--- src/rtl/fifo_byte_packetizer.sv ---
`default_nettype none
// ============================================================================
//  Module      : fifo_byte_packetizer
//  Description : Pulls 32-bit words from a valid/ready FIFO and emits framed
//                byte packets: SYNC, LEN, PKT_WORDS*4 payload bytes (each
//                word LSB first), then an XOR checksum over LEN and payload.
//                Valid/ready backpressure on both sides.
//  Ports       : sys_clk, sys_rst       - clock, synchronous active-high reset
//                RX_Data/Valid/Ready    - word input from FIFO TX side
//                TX_Data/Valid/Ready    - registered byte output
//                busy                   - high whenever not IDLE
//                pkt_count              - completed packet counter (wraps)
//  Revision    : 1.0 - initial release
// ============================================================================
module fifo_byte_packetizer #(
    parameter logic [7:0]  SYNC      = 8'hA5,
    parameter int unsigned PKT_WORDS = 8
) (
    input  logic        sys_clk,
    input  logic        sys_rst,
    input  logic [31:0] RX_Data,
    input  logic        RX_Valid,
    output logic        RX_Ready,
    output logic [7:0]  TX_Data,
    output logic        TX_Valid,
    input  logic        TX_Ready,
    output logic        busy,
    output logic [15:0] pkt_count
);

    localparam logic [7:0] c_LEN   = 8'(PKT_WORDS * 4);
    localparam logic [6:0] c_WORDS = 7'(PKT_WORDS);

    localparam logic [2:0] c_ST_IDLE    = 3'd0;
    localparam logic [2:0] c_ST_HDR     = 3'd1;
    localparam logic [2:0] c_ST_LEN     = 3'd2;
    localparam logic [2:0] c_ST_PAYLOAD = 3'd3;
    localparam logic [2:0] c_ST_CSUM    = 3'd4;

    logic [2:0]  r_state_q,     w_state_d;
    logic [7:0]  r_tx_data_q,   w_tx_data_d;
    logic        r_tx_valid_q,  w_tx_valid_d;
    logic [7:0]  r_csum_q,      w_csum_d;
    logic [6:0]  r_words_q,     w_words_d;
    logic [1:0]  r_byte_idx_q,  w_byte_idx_d;
    logic [23:0] r_shift_q,     w_shift_d;   // bytes of the current word not yet on TX_Data
    logic [15:0] r_pkt_count_q, w_pkt_count_d;

    logic w_tx_hs;
    logic w_rx_hs;
    logic w_last_byte;

    assign w_tx_hs     = r_tx_valid_q && TX_Ready;
    assign w_last_byte = (r_byte_idx_q == 2'd3);
    assign w_rx_hs     = RX_Valid && RX_Ready;

    // ------------------------------------------------------------------
    // State register
    // ------------------------------------------------------------------
    always_ff @(posedge sys_clk) begin
        if (sys_rst) begin
            r_state_q     <= c_ST_IDLE;
            r_tx_data_q   <= 8'h00;
            r_tx_valid_q  <= 1'b0;
            r_csum_q      <= 8'h00;
            r_words_q     <= 7'd0;
            r_byte_idx_q  <= 2'd0;
            r_shift_q     <= 24'h0;
            r_pkt_count_q <= 16'h0000;
        end else begin
            r_state_q     <= w_state_d;
            r_tx_data_q   <= w_tx_data_d;
            r_tx_valid_q  <= w_tx_valid_d;
            r_csum_q      <= w_csum_d;
            r_words_q     <= w_words_d;
            r_byte_idx_q  <= w_byte_idx_d;
            r_shift_q     <= w_shift_d;
            r_pkt_count_q <= w_pkt_count_d;
        end
    end

    // ------------------------------------------------------------------
    // Next-state and datapath
    // ------------------------------------------------------------------
    always_comb begin
        w_state_d     = r_state_q;
        w_tx_data_d   = r_tx_data_q;
        w_tx_valid_d  = r_tx_valid_q;
        w_csum_d      = r_csum_q;
        w_words_d     = r_words_q;
        w_byte_idx_d  = r_byte_idx_q;
        w_shift_d     = r_shift_q;
        w_pkt_count_d = r_pkt_count_q;

        case (r_state_q)
            c_ST_IDLE: begin
                // The word that triggered the packet stays in the FIFO.
                if (RX_Valid) begin
                    w_tx_data_d  = SYNC;
                    w_tx_valid_d = 1'b1;
                    w_state_d    = c_ST_HDR;
                end
            end
            c_ST_HDR: begin
                if (w_tx_hs) begin
                    w_tx_data_d = c_LEN;
                    w_csum_d    = c_LEN;
                    w_words_d   = 7'd0;
                    w_state_d   = c_ST_LEN;
                end
            end
            c_ST_LEN: begin
                // If no word is taken on this edge the payload starts empty.
                if (w_tx_hs) begin
                    w_tx_valid_d = 1'b0;
                    w_words_d    = 7'd0;
                    w_state_d    = c_ST_PAYLOAD;
                end
            end
            c_ST_PAYLOAD: begin
                if (w_tx_hs) begin
                    w_csum_d = r_csum_q ^ r_tx_data_q;
                    if (!w_last_byte) begin
                        w_byte_idx_d = r_byte_idx_q + 2'd1;
                        w_tx_data_d  = r_shift_q[7:0];
                        w_shift_d    = {8'h00, r_shift_q[23:8]};
                    end else if (r_words_q == c_WORDS) begin
                        // Checksum must include the byte leaving on this edge.
                        w_tx_data_d = r_csum_q ^ r_tx_data_q;
                        w_state_d   = c_ST_CSUM;
                    end else begin
                        // Word drained; a same-edge word load below overrides this.
                        w_tx_valid_d = 1'b0;
                    end
                end
            end
            c_ST_CSUM: begin
                if (w_tx_hs) begin
                    w_tx_valid_d  = 1'b0;
                    w_pkt_count_d = r_pkt_count_q + 16'd1;
                    w_state_d     = c_ST_IDLE;
                end
            end
            default: begin
                w_state_d    = c_ST_IDLE;
                w_tx_valid_d = 1'b0;
            end
        endcase

        // Word load: RX_Ready is only raised where TX_Data is free on this edge.
        if (w_rx_hs) begin
            w_tx_data_d  = RX_Data[7:0];
            w_shift_d    = RX_Data[31:8];
            w_tx_valid_d = 1'b1;
            w_byte_idx_d = 2'd0;
            w_words_d    = r_words_q + 7'd1;
        end
    end

    // ------------------------------------------------------------------
    // Outputs
    // ------------------------------------------------------------------
    always_comb begin
        RX_Ready = 1'b0;
        case (r_state_q)
            // Taking the first word as LEN leaves avoids a bubble after LEN.
            c_ST_LEN:     RX_Ready = w_tx_hs;
            // In PAYLOAD, TX_Valid low means the shift register is empty.
            c_ST_PAYLOAD: RX_Ready = (r_words_q < c_WORDS) &&
                                     (!r_tx_valid_q || (w_last_byte && w_tx_hs));
            default:      RX_Ready = 1'b0;
        endcase
        busy = (r_state_q != c_ST_IDLE);
    end

    assign TX_Data   = r_tx_data_q;
    assign TX_Valid  = r_tx_valid_q;
    assign pkt_count = r_pkt_count_q;

endmodule
`default_nettype wire
--- config.mk ---
export PLATFORM = sky130hd
export DESIGN_NAME = fifo_byte_packetizer
export DESIGN_NICKNAME = d
export VERILOG_FILES = /design/src/rtl/fifo_byte_packetizer.sv
export SDC_FILE = /design/constraint.sdc
export NUM_CORES = 1
export LEC_CHECK = 0
export ABC_AREA = 1
export BUFFER_PORTS_ARGS = -buffer_cell sky130_fd_sc_hd__buf_2
export CAP_MARGIN = 10
export CELL_PAD_IN_SITES_DETAIL_PLACEMENT = 1
export CELL_PAD_IN_SITES_GLOBAL_PLACEMENT = 1
export CORE_ASPECT_RATIO = 2
export CORE_MARGIN = 2
export CORE_UTILIZATION = 35
export CTS_CLUSTER_SIZE = 40
export DETAILED_ROUTE_END_ITERATION = 8
export PLACE_DENSITY = 0.7
export RECOVER_POWER = 100
export SLEW_MARGIN = 5
export SYNTH_ARGS = -nofsm -noshare
export SYNTH_HDL_FRONTEND = slang
export SYNTH_SLANG_ARGS = --single-unit
--- constraint.sdc ---
create_clock -name sys_clk -period 2.05 [get_ports sys_clk]
set_input_delay 0.5125 -clock sys_clk [delete_from_list [all_inputs] [get_ports sys_clk]]
set_output_delay 0.5125 -clock sys_clk [all_outputs]
set_load 0.05 [all_outputs]
==> results by group, run 1 <==
STA
  – Final setup viols: 0
  – Slew HR: 0.597
  – Final worst slack: 0.107 ns
  – Layout Skew: 0.00665 ns
  – Min cycle time layout: 1.94 ns
  – Final setup TNS: 0 ns
  – Worst slew pin tran: 0.606 ns
  – Final Hold Vio Count: 0
  – Final Cycle Share: 0.948
  – Fmax: 0.515 GHz
  – Unrepaired setup endpoints after global routing: no
  – Fin. max-slew vios: 0

Detailed routing
  – DR pass1 iterations: 4
  – Drt initial violations: 182
  – Vias: 3571
  – Via-per-instance ratio: 5.26
  – Routed len/inst: 16.3 um
  – Final ANT Viol Nets: 0
  – Remaining DRCs: 0
  – Detailed Route WL: 11000 um

Power
  – Pleak: 0.00170 uW
  – Pint: 2790 uW
  – Psw: 1680 uW
  – Worst vdd ir: 0.000553 V
  – Seq pwr share: 0.358
  – Sw frac: 0.376
  – Clock network power share: 0.353
  – Combinational Power Share: 0.289
  – Pwr Total: 4470 uW
  – PD cells: 1070 nW/um^2

Placed design
  – GP Congestion: 0.866
  – DP HPWL: 8130 um
  – Pre-CTS setup slack: -0.118 ns
  – PortBufs: 62

Critical path
  – Setup CP Type: reg -> out
  – RR Endpoint: TX_Data[4]
  – CP Data Required Time: 1.54 ns
  – Slowest stage cell, crit path: dfxtp_1
  – Worst reg-to-reg path cell count: 11
  – WP buf/inv: 2
  – Critical-path cell list: nor2_2 -> nand3_1 -> buf_4 -> nand2_2 -> buf_4
  – CP peak stage delay: 0.37 ns
  – Critical Path AT: 1.43 ns
  – Crit path max-delay family: simple AND/OR/NAND/NOR gates
  – R2r setup slk: 0.16 ns
  – Most used cell, CP: buf_4
  – Critical R2R Launch: r_words_q[0]
  – Crit-path max FO: 5
  – Startpoint Class: flop
  – Crit end category: output pin
  – Crit path from: r_state_q[2]
  – WP depth: 5

Final layout
  – Number of diodes: 0
  – Post-layout net count: 610
  – Area Overhead vs Synth: 23.0%
  – Filler instances: 1265
  – Final Core Density: 0.445
  – Layout cell share with drive strength beyond 1: 0.157

CTS
  – CTS HTree Levels: 3
  – Inserted Clock Buffers: 9
  – Clk_lat worst skew: 0.33 ns
  – CTS max path bufs: 2
  – TritonCTS Sinks: 69
  – Root Buffer: clkbuf_16
  – Hold-fix buffers, CTS: 0
  – TritonCTS clock tree: done
  – Clock transition at path regs: 0.06 ns

GRT
  – Largest net degree at the start of global routing: 45
  – First-pass GRT wire length: 17800 um
  – All-Layer GR Usage: 0.223
  – Initial antenna violation count: 0
  – Global route total overflow: 0
  – Vias in the first global route: 3850

Floorplanning
  – Die width: 73.6 um
  – # rows: 50
  – DIE AREA: 10500 sq um
  – Die height: 143 um
  – Ports: 63
  – Core ar.: 9380 sq um
  – Initial Util: 0.362

Synth
  – Synth Flop Type: dfxtp_1
  – Yosys cell types: 30
  – Synth area leader: dfxtp_1
  – Yosys warns: 0
  – Synthesized area per cell: 6.83 sq um
  – Syn nets: 537
  – Register area share after synthesis: 0.407
  – Commonest cells in the netlist: 141 x nand2_1, 69 x dfxtp_1, 60 x nor2_1
  – Synth Cell Area: 3390 sq um
  – Number of enable flip-flop cells after synthesis: 0
  – Area share of the largest cell type after synthesis: 0.407
  – Synth top area cells: dfxtp_1 41%, nand2_1 16%, a21oi_1 7.5%, nor2_1 6.6%, o21ai_0 6.0%
  – Flops & latches, synth: 69
  – Fraction of registers with async set/reset: 0
  – Most common cell in the netlist: nand2_1
  – Mapped Cells: 497

Status
  – Outcome: complete, no violations

Hold path
  – WHS Path Cells: 3
  – HP Class: in -> reg
  – Min-delay src: RX_Data[13]
  – WHS Endpoint: r_shift_q[5]

Flow run
  – Max-cap violation count: 0
power groups by stage:
stage / sequential (uW) / clock, uW / combinational (uW)
2_1_floorplan: 1900 / 0 / 589
3_3_place_gp: 1620 / 0 / 1270
6_report: 1600 / 1580 / 1290
5_1_grt: 1620 / 1670 / 1410
4_1_cts: 1600 / 1620 / 1300
3_5_place_dp: 1620 / 0 / 1290
sequential cells by signal (all words and copies together), names as in the netlist:
name          flops
r_byte_idx_q      2
r_words_q         7
TX_Valid          1
TX_Data           8
r_shift_q        24
r_state_q         3
pkt_count        16
r_csum_q          8
cell usage in the layout (no fill, tap or decap), drive strengths merged, types with 2 or more instances in the layout:
cell      count
a31oi         2
nor3          8
a21boi        5
a211oi        2
clkinvlp      2
buf          51
nand3        21
xor2         10
clkbuf       39
inv          40
nand2       145
o21ai        41
xnor2         4
nor2         63
clkinv        3
nand4         3
ha            4
dfxtp        69
a21oi        57
final cells by class:
type	instances	area, sq um	share of cell area
multi-input combinational	370	1790	0.428
sequential	69	1390	0.332
timing repair buffer	79	414	0.0992
clock buffer	11	243	0.0581
inverter	41	158	0.0378
tap	104	130	0.0312
clock inverter	5	60.1	0.0144
per-layer routing:
| metal | routed length, um | share of wire | track usage |
|---|---|---|---|
| met1 | 3900 | 0.35 | 0.212 |
| met2 | 6350 | 0.58 | 0.428 |
| met3 | 360 | 0.033 | 0.0416 |
| met4 | 425 | 0.039 | 0.114 |
| met5 | 0 | 0 | 0 |
worst max path at each step:
| stage | slack [ns] | endpoint |
|---|---|---|
| 6_report | 0.11 | RX_Ready |
| 5_1_grt | 0.003 | TX_Data[4] |
| 4_1_cts | 0.003 | RX_Ready |
| 3_5_place_dp | -0.12 | r_shift_q[8] |
| 3_3_place_gp | -0.04 | r_shift_q[8] |
| 2_1_floorplan | 0.17 | TX_Data[0] |
worst register-to-register path: cells and delay by family (launching register included):
family        cells  cell delay (ns)
simple gates      8             1.01
fa+ha+maj         1             0.14
flops             1             0.35
buf+inv           2             0.28
stage by stage:
stage / instance area (sq um) / std cells / hold slack [ns]
6_report: 4180 / 679 / 0.413
5_1_grt: 4180 / 679 / 0.407
4_1_cts: 4200 / 679 / 0.405
3_5_place_dp: 3880 / 662 / 0.461
3_3_place_gp: 3880 / 662 / 0.447
2_1_floorplan: 3400 / 497 / 0.440
cells by family (layout without fill, tap and decap cells):
family,after synthesis,after routing,share of synthesized area
adder cells (fa/ha/maj),4,4,0.0147
XOR/XNOR,14,14,0.0361
buffers and inverters,58,136,0.0719
flip-flops,69,69,0.407
AND/OR/NAND/NOR,244,244,0.296
AO/OA/AOI/OAI,108,108,0.174
repair_timing:
item,in CTS,in global routing
endpoints found under the setup margin,20,11
resized for setup,4,7
buffers inserted,1,0
pin swaps,1,1
Power figures use the tool's default switching activity.
==> run 2, diff against run 1 <==
Clock period 2.05 ns to 1.8 ns, I/O delays scaled along.
==> run 2 against run 1 <==
The flow now finishes with violations (setup timing). Sequential share of layout area is 1.9 points lower. Register-to-register slack got worse by 0.09 ns. First-iteration DRC count fell by 47%. Wire length up 0.96%. Sequential power up 14%. Final area rose by 7.2%.
==> results by group, run 2 (synthesized netlist as in run 1, its figures left out) <==
Final layout
  – Most frequent cells in the layout: 138 x nand2_1, 59 x dfxtp_1, 51 x a21oi_1, 51 x nor2_1, 35 x buf_2
  – Most common cell after layout, fill and taps aside: nand2_1
  – Area Overhead vs Synth: 31.9%
  – Final Core Density: 0.477 (+0.0321)
  – Post-layout net count: 631 (+3.4%)
  – Layout cell share with drive strength beyond 1: 0.247 (+0.0901)
  – Largest register FFs: 24 (unchanged)
  – Number of diodes: 0 (unchanged)
  – Most flops, register: r_shift_q

STA
  – Fin. max-slew vios: 0 (unchanged)
  – Layout Skew: 0.00454 ns (-0.00210 ns)
  – Fin Hold WS: 0.353 ns (-0.0604 ns)
  – Final setup viols: 1 (+1)
  – Final Hold Vio Count: 0 (unchanged)
  – Final worst slack: -0.0470 ns (-0.154 ns)
  – Final setup TNS: -0.0470 ns (-0.0470 ns)
  – Fmax: 0.541 GHz
  – Slew HR: 0.594 (-0.00357)
  – Final Cycle Share: 1.03
  – Min cycle time layout: 1.85 ns
  – Worst slew pin tran: 0.612 ns (+0.00539 ns)
  – Unrepaired setup endpoints after global routing: yes

GRT
  – Vias in the first global route: 3960 (+2.9%)
  – Initial antenna violation count: 0 (unchanged)
  – Largest net degree at the start of global routing: 45 (unchanged)
  – Global route total overflow: 0 (unchanged)
  – First-pass GRT wire length: 18100 um (+1.7%)
  – All-Layer GR Usage: 0.225 (+0.00198)

Placed design
  – GP Congestion: 0.901 (+4.0%)
  – DP HPWL: 8070 um (-0.67%)
  – PortBufs: 62 (unchanged)

Critical path
  – CP peak stage delay: 0.35 ns (-0.02 ns)
  – CP Data Required Time: 1.35 ns (-0.19 ns)
  – Critical-path cell list: ha_4 -> nand2_1 -> nand2_2 -> nand3_4 -> buf_6 -> nand2_4 -> buf_8
  – Slowest stage cell, crit path: dfxtp_2
  – Crit path max-delay family: flip-flops
  – R2r setup slk: 0.07 ns (-0.09 ns)
  – Worst reg-to-reg path cell count: 10 (-1)
  – RR Endpoint: pkt_count[9]
  – WP buf/inv: 2 (unchanged)
  – Critical Path AT: 1.40 ns (-0.03 ns)
  – Crit-path max FO: 2 (-3)
  – Critical R2R Launch: r_state_q[1]
  – Setup CP Type: reg -> out
  – Crit end category: output pin
  – Startpoint Class: flop

Floorplanning
  – # rows: 50 (unchanged)
  – Die height: 143 um (unchanged)
  – Core ar.: 9380 sq um (unchanged)
  – Ports: 63 (unchanged)
  – Initial Util: 0.362 (unchanged)
  – DIE AREA: 10500 sq um (unchanged)
  – Die width: 73.6 um (unchanged)

CTS
  – Hold-fix buffers, CTS: 0 (unchanged)
  – TritonCTS clock tree: done
  – Inserted Clock Buffers: 9 (unchanged)
  – TritonCTS Sinks: 69 (unchanged)
  – CTS HTree Levels: 3 (unchanged)
  – CTS max path bufs: 2 (unchanged)
  – Clk_lat worst skew: 0.33 ns (about the same)
  – Root Buffer: clkbuf_16
  – Clock transition at path regs: 0.06 ns (about the same)

Detailed routing
  – Via-per-instance ratio: 5.13 (-2.5%)
  – DR pass1 iterations: 4 (unchanged)
  – Drt initial violations: 96 (-47%)
  – Remaining DRCs: 0 (unchanged)
  – Routed len/inst: 15.9 um (-2.1%)
  – Final ANT Viol Nets: 0 (unchanged)
  – Detailed Route WL: 11100 um (+0.96%)
  – Vias: 3588 (+0.48%)

Flow run
  – Max-cap violation count: 0 (unchanged)

Power
  – PD cells: 1170 nW/um^2 (+9.8%)
  – Worst vdd ir: 0.000625 V (+13%)
  – Pleak: 0.00186 uW (+9.6%)
  – Pwr Total: 5260 uW (+18%)

Hold path
  – Min-delay src: RX_Data[13]
  – WHS Path Cells: 3 (unchanged)
  – WHS Endpoint: r_shift_q[5]
  – HP Class: in -> reg

Status
  – Outcome: finished, violations left
  – Failing checks: setup timing
[run 2: cell types whose count changed in the layout (fill, tap and decap cells not counted), sizes merged]
cell / delta
bufinv: -1
clkinv: -2
clkbuf: +3
buf: +21
[run 2: layer usage]
layer | global-route usage | wire length [um] | vias up
met1 | 0.218 | 4020 | 1711
met2 | 0.437 | 6400 | 70
li1 | - | - | 1785
met3 | 0.0459 | 399 | 22
met4 | 0.0900 | 316 | 0
met5 | 0 | 0 | -
[run 2: layout make-up]
| cell class | count | area [sq um] |
|---|---|---|
| clock buffer | 14 | 295 |
| clock inverter | 2 | 12.5 |
| fill | 1236 | 4910 |
| inverter | 41 | 158 |
| multi-input combinational | 370 | 1870 |
| sequential | 69 | 1400 |
| tap | 104 | 130 |
| timing repair buffer | 100 | 616 |
[run 2: worst max path at each step]
stage / startpoint / endpoint / slack (ns) / depth (start not counted)
after floorplan: pkt_count[1] / pkt_count[14] / 0.06 / 8
after global placement: TX_Ready / r_shift_q[15] / -0.21 / 8
after detailed placement: TX_Ready / r_shift_q[20] / -0.26 / 8
after CTS: r_state_q[0] / RX_Ready / -0.03 / 6
after global routing: r_byte_idx_q[1] / RX_Ready / -0.1 / 7
final: r_byte_idx_q[1] / RX_Ready / -0.05 / 7
[run 2: report_power, final]
part | switching, uW | internal [uW]
Clock | 664 | 1130
Sequential | 148 | 1680
Combinational | 1130 | 509
[run 2: timing repair]
| action | 4_1_cts | 5_1_grt |
|---|---|---|
| pin swaps | 4 | 6 |
| endpoints found under the hold margin | 0 | 0 |
| setup endpoints to repair | 29 | 40 |
| setup buffers | 3 | 1 |
| resized for setup | 31 | 31 |
[run 2: per-stage QoR]
| step | setup slack (ns) | std cells | area, sq um |
|---|---|---|---|
| 2_1_floorplan | 0.0626 | 497 | 3400 |
| 3_3_place_gp | -0.209 | 680 | 4020 |
| 3_5_place_dp | -0.264 | 680 | 4020 |
| 4_1_cts | -0.0296 | 699 | 4440 |
| 5_1_grt | -0.0952 | 700 | 4480 |
| 6_report | -0.0470 | 700 | 4480 |
[run 2: worst min-delay path, cell delays in order]
cell	delay [ns]
buf_2	0.08
nor2_1	0.04
nor2_1	0.08
==> run 3, diff against run 2 <==
Settings changed: ABC_AREA 1 to not set, PLACE_DENSITY 0.7 to 0.67.
==> run 3 against run 2 <==
The run still ends with setup timing left. Final area rose by 11%. Setup slack lost 0.047 ns. Via count increased by 1.5%. Area after synthesis grew 5.7%. Flip-flop and latch count did not move. First-iteration DRC count is 40% higher. Wire length rose by 6.2%. Power decreased by 27%. Fmax shrank 2.5%. Combinational power fell by 77%.
==> results by group, run 3 <==
Critical path
  – Startpoint Class: flop
  – CP Data Required Time: 1.35 ns (about the same)
  – Crit path max-delay family: flip-flops
  – Critical Path AT: 1.44 ns (+0.04 ns)
  – CP peak stage delay: 0.35 ns (about the same)
  – RR Endpoint: r_shift_q[6]
  – WP buf/inv: 2 (unchanged)
  – Slowest stage cell, crit path: dfxtp_4
  – Crit-path max FO: 2 (unchanged)
  – Crit end category: output pin
  – Worst reg-to-reg path cell count: 8 (-2)
  – R2r setup slk: -0.02 ns (-0.09 ns)
  – Critical R2R Launch: r_words_q[5]
  – Setup CP Type: reg -> out
  – Critical-path cell list: nor4_4 -> buf_4 -> nand3_2 -> o21ai_2 -> buf_6

Synth
  – Flops & latches, synth: 69 (unchanged)
  – Synth Flop Type: dfxtp_1
  – Most common cell in the netlist: dfxtp_1
  – Syn nets: 469 (-13%)
  – Number of enable flip-flop cells after synthesis: 0 (unchanged)
  – Synthesized area per cell: 8.36 sq um (+22%)
  – Synth Cell Area: 3590 sq um (+5.7%)
  – Synth top area cells: dfxtp_1 39%, a21oi_1 6.1%, nand2_1 5.0%, nor2_1 4.8%, a311oi_2 4.6%
  – Register area share after synthesis: 0.385 (-0.0220)
  – Yosys cell types: 51 (+70%)
  – Fraction of registers with async set/reset: 0 (unchanged)
  – Commonest cells in the netlist: 69 x dfxtp_1, 48 x nand2_1, 46 x nor2_1
  – Area share of the largest cell type after synthesis: 0.385 (-0.0220)
  – Mapped Cells: 429 (-14%)
  – Yosys warns: 0 (unchanged)
  – Synth area leader: dfxtp_1

Floorplanning
  – Initial Util: 0.358 (-0.00358)
  – # rows: 52 (+4.0%)
  – Die width: 75.6 um (+2.7%)
  – Die height: 147 um (+2.7%)
  – Ports: 63 (unchanged)
  – Core ar.: 10000 sq um (+6.8%)
  – DIE AREA: 11100 sq um (+5.5%)

Detailed routing
  – M1 wire length: 4290 um (+6.7%)
  – Final ANT Viol Nets: 0 (unchanged)
  – Routed len/inst: 17.6 um (+10%)
  – WL met2: 6910 um (+7.9%)
  – Via-per-instance ratio: 5.40 (+5.4%)
  – DR pass1 iterations: 4 (unchanged)
  – Drt initial violations: 134 (+40%)
  – Remaining DRCs: 0 (unchanged)
  – Highest Signal Layer: met4
  – Vias: 3642 (+1.5%)
  – Detailed Route WL: 11800 um (+6.2%)
  – Met3 WL post-DR: 402 um (+0.75%)

Power
  – Psw: 993 uW (-49%)
  – Sw frac: 0.260 (-0.108)
  – Pleak: 0.00196 uW (+5.0%)
  – Clock network power share: 0.486 (+0.145)
  – Combinational Power Share: 0.100 (-0.211)
  – Seq pwr share: 0.414 (+0.066)
  – Worst vdd ir: 0.000671 V (+7.4%)
  – Pint: 2820 uW (-15%)
  – PD cells: 767 nW/um^2 (-35%)

STA
  – Final setup TNS: -0.112 ns (-0.0653 ns)
  – Final Hold Vio Count: 0 (unchanged)
  – Worst slew pin tran: 0.612 ns (+0.000245 ns)
  – Final worst slack: -0.0935 ns (-0.0465 ns)
  – Final Cycle Share: 1.05 (+0.0258)
  – Fin. max-slew vios: 0 (unchanged)
  – Slew HR: 0.594 (about the same)
  – Fmax: 0.528 GHz (-2.5%)
  – Layout Skew: 0.00856 ns (+0.00402 ns)
  – Final setup viols: 4 (+3)
  – Unrepaired setup endpoints after global routing: yes
  – Min cycle time layout: 1.89 ns (+0.0465 ns)
  – Fin Hold WS: 0.334 ns (-0.0185 ns)

GRT
  – All-Layer GR Usage: 0.204 (-0.0206)
  – Largest net degree at the start of global routing: 43 (-4.4%)
  – First-pass GRT wire length: 17600 um (-3.1%)
  – Vias in the first global route: 3807 (-3.9%)
  – Global route total overflow: 0 (unchanged)
  – Initial antenna violation count: 0 (unchanged)

Status
  – Outcome: finished, violations left
  – Failing checks: setup timing

CTS
  – Hold-fix buffers, CTS: 0 (unchanged)
  – TritonCTS clock tree: done
  – TritonCTS Sinks: 69 (unchanged)
  – CTS max path bufs: 2 (unchanged)
  – CTS HTree Levels: 3 (unchanged)
  – Clock transition at path regs: 0.06 ns (about the same)
  – Clk_lat worst skew: 0.35 ns (+0.02 ns)
  – Root Buffer: clkbuf_16
  – Inserted Clock Buffers: 9 (unchanged)

Placed design
  – PortBufs: 62 (unchanged)
  – GP Congestion: 0.814 (-9.7%)
  – DP HPWL: 7690 um (-4.8%)

Final layout
  – Most flops, register: r_shift_q
  – Area of the multi-input gates: 2170 sq um (+16%)
  – Area Overhead vs Synth: 38.5%
  – Layout cell share with drive strength beyond 1: 0.365 (+0.119)
  – Final Core Density: 0.496 (+0.0189)
  – Most common cell after layout, fill and taps aside: buf_2
  – Post-layout net count: 574 (-9.0%)
  – Sequential cell area: 1410 sq um (+0.54%)
  – Most frequent cells in the layout: 60 x buf_2, 55 x dfxtp_1, 46 x nand2_1, 44 x nor2_1, 41 x buf_4
  – Largest register FFs: 24 (unchanged)
  – Filler instances: 1215 (-1.7%)
  – Number of diodes: 0 (unchanged)

Flow run
  – Max-cap violation count: 0 (unchanged)

Hold path
  – Min-delay src: RX_Data[28]
  – HP Class: in -> reg
  – WHS Path Cells: 3 (unchanged)
  – WHS Endpoint: r_shift_q[20]
run 3: cell count changes after synthesis, sizes merged, moves of 11 or more:
cell / delta
a21oi: -13
a311oi: +11
inv: -30
nand2: -96
nor2: -17
o21ai: -17
run 3: layout make-up:
type / instances / area share
clock buffers: 10 / 0.0481
repair buffers: 118 / 0.175
multi-input cells: 325 / 0.437
inverters: 11 / 0.00831
flip-flops and latches: 69 / 0.283
well taps: 135 / 0.0340
clock inverters: 6 / 0.0144
run 3: power by group through the flow:
stage	Combinational, uW	Clock (uW)	Sequential, uW
final	383	1850	1580
after global routing	413	1960	1580
after CTS	352	1900	1580
after detailed placement	345	0	1610
after global placement	341	0	1610
after floorplan	174	0	1650
run 3: worst min-delay path, cell delays in order:
cell	delay, ns
buf_2	0.10
nand2_1	0.04
a21oi_1	0.05
run 3: what timing repair did:
item,4_1_cts,5_1_grt
pin swaps,3,16
resized for setup,13,41
cloned,0,6
endpoints found under the setup margin,13,41
buffers inserted,3,7
run 3: worst max-delay path by stage:
stage / start / endpoint / slack [ns] / cells after the start
3_3_place_gp: TX_Ready / r_shift_q[7] / -0.01 / 6
2_1_floorplan: TX_Valid / r_shift_q[3] / 0.007 / 8
6_report: r_words_q[5] / RX_Ready / -0.09 / 5
3_5_place_dp: TX_Ready / r_shift_q[1] / -0.09 / 6
4_1_cts: r_words_q[5] / RX_Ready / -0.1 / 5
5_1_grt: r_words_q[5] / RX_Ready / -0.16 / 5
run 3: cell families after synthesis:
kind of cell	synth area share
buffers and inverters	0.0576
AOI/OAI and AO/OA	0.235
DFF	0.385
muxes	0.00872
adders and majority gates	0.0140
xor gates and xnor gates	0.0464
and+or+nand+nor	0.254
run 3: metrics by stage:
stage                     power [uW]  instances  setup WS [ns]  instance area [sq um]
after global placement          1950        642        -0.0118                   4320
after global routing            3960        674         -0.160                   4970
final                           3810        674        -0.0935                   4970
after floorplan                 1820        429        0.00652                   3600
after detailed placement        1960        642        -0.0868                   4320
after CTS                       3830        661        -0.0972                   4690
run 3: per-layer routing:
metal / vias up / global-route usage
li1: 1759 / -
met1: 1802 / 0.203
met2: 64 / 0.392
met3: 17 / 0.0405
met4: 0 / 0.0711
met5: - / 0
